[src/rtl/sw_debounce.sv]
// ---------------------------------------------------------------------------
// sw_debounce
//   Conditions raw slide-switch levels before core logic or LEDs consume
//   them. Each bit passes through a SYNC_STAGES-deep synchronizer and then a
//   counter-based debouncer. A new level is accepted only after it has held
//   for STABLE_CYCLES consecutive synchronized cycles.
//
// Parameters
//   WIDTH          number of switch bits
//   SYNC_STAGES    synchronizer depth (>= 2)
//   STABLE_CYCLES  consecutive cycles a new level must hold (>= 2)
//
// Ports
//   clk       system clock, rising edge
//   rst       asynchronous, active-high reset
//   sw_in     raw asynchronous switch levels
//   sw_out    debounced switch levels (registered)
//   sw_chg    one-cycle strobe per bit when sw_out[i] changes
//   sw_valid  sticky; high once sw_out reflects inputs sampled since reset
// ---------------------------------------------------------------------------
module sw_debounce #(
    parameter int WIDTH         = 10,
    parameter int SYNC_STAGES   = 2,
    parameter int STABLE_CYCLES = 16
) (
    input  logic             clk,
    input  logic             rst,
    input  logic [WIDTH-1:0] sw_in,
    output logic [WIDTH-1:0] sw_out,
    output logic [WIDTH-1:0] sw_chg,
    output logic             sw_valid
);

    // Per-bit stability counter.
    localparam int CW = $clog2(STABLE_CYCLES);
    localparam logic [CW-1:0] CNT_LAST = CW'(STABLE_CYCLES - 1);

    // Valid counter: sw_valid rises together with the first possible
    // debounced update after reset, so the counter must reach the full
    // synchronizer-plus-debounce latency.
    localparam int VALID_AT = SYNC_STAGES + STABLE_CYCLES - 1;
    localparam int VW       = $clog2(VALID_AT + 1);
    localparam logic [VW-1:0] VCNT_LAST = VW'(VALID_AT);

    logic [WIDTH-1:0] sync_reg [SYNC_STAGES];
    logic [WIDTH-1:0] sync_s;
    logic [WIDTH-1:0] out_next;
    logic [WIDTH-1:0] chg_next;
    logic [VW-1:0]    vcnt_reg;

    // -----------------------------------------------------------------------
    // Synchronizer chain
    // -----------------------------------------------------------------------
    always_ff @(posedge clk or posedge rst) begin
        if (rst) begin
            for (int k = 0; k < SYNC_STAGES; k++) begin
                sync_reg[k] <= '0;
            end
        end else begin
            sync_reg[0] <= sw_in;
            for (int k = 1; k < SYNC_STAGES; k++) begin
                sync_reg[k] <= sync_reg[k-1];
            end
        end
    end

    assign sync_s = sync_reg[SYNC_STAGES-1];

    // -----------------------------------------------------------------------
    // Per-bit debouncers. Each bit owns its counter; the bit's next output
    // and strobe are computed here and registered below as whole vectors.
    // -----------------------------------------------------------------------
    generate
        for (genvar gi = 0; gi < WIDTH; gi++) begin : g_bit
            logic [CW-1:0] cnt_reg;
            logic          mismatch;
            logic          done;

            assign mismatch = sync_s[gi] ^ sw_out[gi];
            // Accept on the STABLE_CYCLES-th consecutive mismatching cycle.
            assign done     = mismatch && (cnt_reg == CNT_LAST);

            // Any cycle that agrees with the current output throws away all
            // progress, so a glitch can never earn partial credit.
            always_ff @(posedge clk or posedge rst) begin
                if (rst) begin
                    cnt_reg <= '0;
                end else if (!mismatch || done) begin
                    cnt_reg <= '0;
                end else begin
                    cnt_reg <= cnt_reg + 1'b1;
                end
            end

            assign out_next[gi] = done ? sync_s[gi] : sw_out[gi];
            assign chg_next[gi] = done;
        end
    endgenerate

    // -----------------------------------------------------------------------
    // Output registers. sw_chg is rewritten every cycle, so a strobe lasts
    // exactly one cycle.
    // -----------------------------------------------------------------------
    always_ff @(posedge clk or posedge rst) begin
        if (rst) begin
            sw_out <= '0;
            sw_chg <= '0;
        end else begin
            sw_out <= out_next;
            sw_chg <= chg_next;
        end
    end

    // -----------------------------------------------------------------------
    // Post-reset valid flag: saturating counter, sticky flag.
    // -----------------------------------------------------------------------
    always_ff @(posedge clk or posedge rst) begin
        if (rst) begin
            vcnt_reg <= '0;
            sw_valid <= 1'b0;
        end else begin
            if (vcnt_reg != VCNT_LAST) begin
                vcnt_reg <= vcnt_reg + 1'b1;
            end
            if (vcnt_reg == VCNT_LAST) begin
                sw_valid <= 1'b1;
            end
        end
    end

endmodule

[config.mk]
export PLATFORM = sky130hd
export DESIGN_NAME = sw_debounce
export DESIGN_NICKNAME = d
export VERILOG_FILES = /design/src/rtl/sw_debounce.sv
export SDC_FILE = /design/constraint.sdc
export NUM_CORES = 1
export LEC_CHECK = 0
export CORE_MARGIN = 4
export CORE_UTILIZATION = 51
export CTS_CLUSTER_SIZE = 40
export DETAILED_ROUTE_END_ITERATION = 8
export GPL_TIMING_DRIVEN = 0
export PLACE_DENSITY = 0.79
export REMOVE_ABC_BUFFERS = 1
export SYNTH_ARGS = -nofsm -noshare
export SYNTH_HDL_FRONTEND = slang
export SYNTH_SLANG_ARGS = --single-unit
[constraint.sdc]
create_clock -name clk -period 8 [get_ports clk]
set_clock_uncertainty 0.2 [all_clocks]
set_input_delay 2 -clock clk [delete_from_list [all_inputs] [get_ports clk]]
set_output_delay 2 -clock clk [all_outputs]
set_load 0.005 [all_outputs]
* After elaboration in Yosys (flattened, before gate mapping)
Cells that the tools add are included.
** Word-level totals
- Bits in registers :: 86
- Input port bits :: 12
- Word-level logic and storage cells :: 98
** Operators by class
- Add/sub/neg operators :: 11
- Equality and inequality tests :: 12
- Mux-type cells :: 10
- Bitwise gates (word level) :: 10
- Reduce and logical (&&, ||, !) cells :: 30
** Operator list (number)
- $add A4 B1 Y4 const B :: 10
- $eq A4 B4 Y1 const B :: 10
- $mux W4 :: 10
- $logic_and A1 B1 Y1 :: 10
- $logic_not A1 Y1 :: 10
- $logic_or A1 B1 Y1 :: 10
- $xor A1 B1 Y1 :: 10
- $add A5 B1 Y5 const B :: 1
- $eq A5 B5 Y1 const B :: 1
- $ne A5 B5 Y1 const B :: 1

* Logic depth before layout (Yosys ltp)
- Depth after elaboration :: 4
- Mapped depth :: 5

* Worst setup path before layout
OpenSTA, ideal clock, no wires.
- Path kind :: reg2out
- Start point :: reg sw_out[0]
- End point :: out sw_out[0]
- Data arrival time :: 0.382 ns
- Data required time :: 5.800 ns
- Setup slack :: 5.418 ns
- Stages on the path, launching flop included :: 1
- Path buffers :: 0
- Path through :: dfrtp_1
** RTL lines
- start: declaration :: RTL line 29 : output logic [WIDTH-1:0] sw_out,
- start signal: assignment :: RTL line 109 : sw_out <= out_next;
No word-level cell between the ends.

* Worst setup path in the final report
- Start point :: reg sw_out[4]
- End point :: out sw_out[4]
No word-level cell between the ends.

==> impl_metrics.csv <==
group,metric,value,unit
finish,layout.nets,309,
sta,max_freq,288,MHz
clocking,cts_tree,"yes",
power,ir_drop,0.105,mV
floorplanning,start_util,0.531,
placement,dp_slack,4740,ps
drt,dr.pass1.iters,4,
sta,min_period,3480,ps
clocking,cts_resized,0,
synth,syn_area,3390,sq um
clocking,cts_buffer_depth,2,
synth,synthAdderAreaFrac,0.0443,
placement,gp_congestion,0.739,
sta,min_period_over_period,0.434,
global_routing,grt_overflow_total,0,
power,finalPower,898,uW
min_path,min_path_cells,0,
setup_path,critical-path-top-delay-family,"buffers and inverters",
synth,synth_cells,241,
sta,slew_viol_final,0,
drt,drt-total-wl,4610,microns
global_routing,antenna_found_initial,0,
synth,synth_cell_types,14,
setup_path,cp-end-kind,"output port",
drt,drc,0,
job,drv_cap,0,
clocking,cts-buffers-inserted,9,
drt,ant_nets,0,
setup_path,crit_required,5800,ps
setup_path,critical_path_arrival,1280,ps
power,power_density,219,nW/um^2
setup_path,critPathMaxFanout,3,
clocking,ctsHtreeMaxLevel,3,
drt,highest_layer,"met4",
finish,layout_common_cells,"dfrtp_1 (86), nor2_1 (51), clkdlybuf4s50_1 (32), xnor2_1 (24)",
clocking,cts_setup_buffers,0,
min_path,hold_class,"flip-flop to flip-flop",
clocking,root_buffer,"clkbuf_8",
sta,hold_viol_final,0,
sta,finalWorstSetupSlack,4520,ps
synth,synth_top_family_by_area,"simple AND/OR/NAND/NOR gates",
drt,dr_total_vias,1766,
finish,final_common_cell,"dfrtp_1",
synth,avgSynthCellArea,14.1,sq um
drt,wl_per_cell,12.6,microns
finish,antenna_cells,0,
synth,ys_ff_latch,86,
drt,wl_met3,162,microns
finish,drive_gt1_frac,0.166,
global_routing,grt_pass1_vias,1823,
sta,rsz0062_at_grt,"no",
global_routing,track_usage,0.136,
clocking,clk_latency,340,ps
finish,largest_reg_flops,40,
setup_path,max_stage_delay,540,ps
synth,synthSimpleGateAreaFrac,0.174,
floorplanning,die_w,89.5,microns
floorplanning,io_pins,33,
placement,placed_area,3840,sq um
setup_path,worst-path-stages,1,
setup_path,reg2reg_depth,3,
floorplanning,core,6390,sq um
global_routing,grt_pass1_wl,8080,microns
drt,met1_length,2050,microns
setup_path,cp-start-kind,"flip-flop",
placement,dp.cells,351,
clocking,cts.sinks,86,
placement,portBuffers,32,
finish,syn_to_final_growth,20.9,%
drt,viasPerCell,4.81,
placement,hpwlAfterDp,3240,microns
power,p_leak,0.00190,uW
finish,final_cells,367,
setup_path,worstPathCellList,"clkdlybuf4s50_1",
drt,dr_wl_met2,2330,microns
synth,synth_xor_area_frac,0.0878,
clocking,postCtsHoldBufs,0,
sta,setup_viol,0,
synth,ys_warn_count,0,
clocking,clk_pin_slew,90,ps
floorplanning,die_area,8020,sq um
setup_path,criticalPathCategory,"flip-flop to output port",
sta,tns,0,ps
run_status,status,"finished, final reports clean",
floorplanning,die_h,89.5,microns
setup_path,critPathBufInv,1,
setup_path,cp_slowest_cell,"clkdlybuf4s50_1",
synth,synth_compound_area_frac,0.00148,
finish,stdcell_area,4100,sq um
floorplanning,rows,29,
global_routing,grt_start_max_net_pins,47,
drt,dr.first_iter.drc_count,38,
synth,synthMuxAreaShare,0.0443,
sta,max_slew_margin,0.654,
synth,synth_seq_area_share,0.635,
sta,worstMarginPinSlew,519,ps
==> power breakdown <==
| group | switching [uW] | internal, uW |
|---|---|---|
| Combinational | 25.1 | 23.6 |
| Sequential | 13.4 | 452 |
| Clock | 146 | 239 |
| Total | 184 | 714 |
==> per-layer routing <==
metal | global-route usage | vias up
met5 | 0 | -
met4 | 0.0731 | 0
met3 | 0.0415 | 4
met2 | 0.213 | 26
met1 | 0.167 | 874
li1 | - | 862
==> Yosys cell counts <==
cell type  number  share of area
and4bb_4        1         0.0048
dfrtp_1        86           0.63
ha_1           12          0.044
inv_1          12          0.013
mux2_4         10          0.044
nand2_1         1         0.0011
nand2b_4       10          0.041
nand3_1        12          0.018
nand3_4        10          0.052
nor2_1         51          0.056
o21ai_0         1         0.0015
or2_1           1         0.0018
xnor2_1        24          0.062
xor2_1         10          0.026
==> cell families (layout without fill, tap and decap cells) <==
| family | after synthesis | in the layout |
|---|---|---|
| buffers and inverters | 12 | 61 |
| AOI/OAI and AO/OA | 1 | 1 |
| and+or+nand+nor | 86 | 86 |
| adders and majority gates | 12 | 12 |
| muxes | 10 | 10 |
| xor gates and xnor gates | 34 | 34 |
| DFF | 86 | 86 |
==> through the flow <==
stage          hold WS, ps  utilization
4_1_cts                155        0.642
6_report               153        0.642
3_5_place_dp           136        0.601
5_1_grt                164        0.642
2_1_floorplan          131            -
3_3_place_gp           133        0.596
==> path summary, 6_finish.rpt <==
kind | startpoint | to | slack (ps)
worst max-delay path | sw_out[4]$_DFFE_PP0P_ | sw_out[4] | 4520
worst min-delay path | sync_reg[11]$_DFF_PP0_ | sync_s[1]$_DFF_PP0_ | 150
worst max register to register | g_bit[8].cnt_reg[0]$_DFF_PP0_ | sw_out[8]$_DFFE_PP0P_ | 6620
worst min register to register | sync_reg[11]$_DFF_PP0_ | sync_s[1]$_DFF_PP0_ | 150
max in group asynchronous | rst | g_bit[4].cnt_reg[3]$_DFF_PP0_ | 5160
min in group asynchronous | rst | sw_out[6]$_DFFE_PP0P_ | 1850
==> cell type report <==
| class | instances | area, sq um |
|---|---|---|
| multi-input combinational | 143 | 1190 |
| tap | 77 | 96.3 |
| clock buffer | 10 | 128 |
| clock inverter | 6 | 134 |
| sequential | 86 | 2150 |
| timing repair buffer | 33 | 348 |
| fill | 470 | 2290 |
| inverter | 12 | 47.5 |
Note: power is estimated with default switching activity, not from simulation.
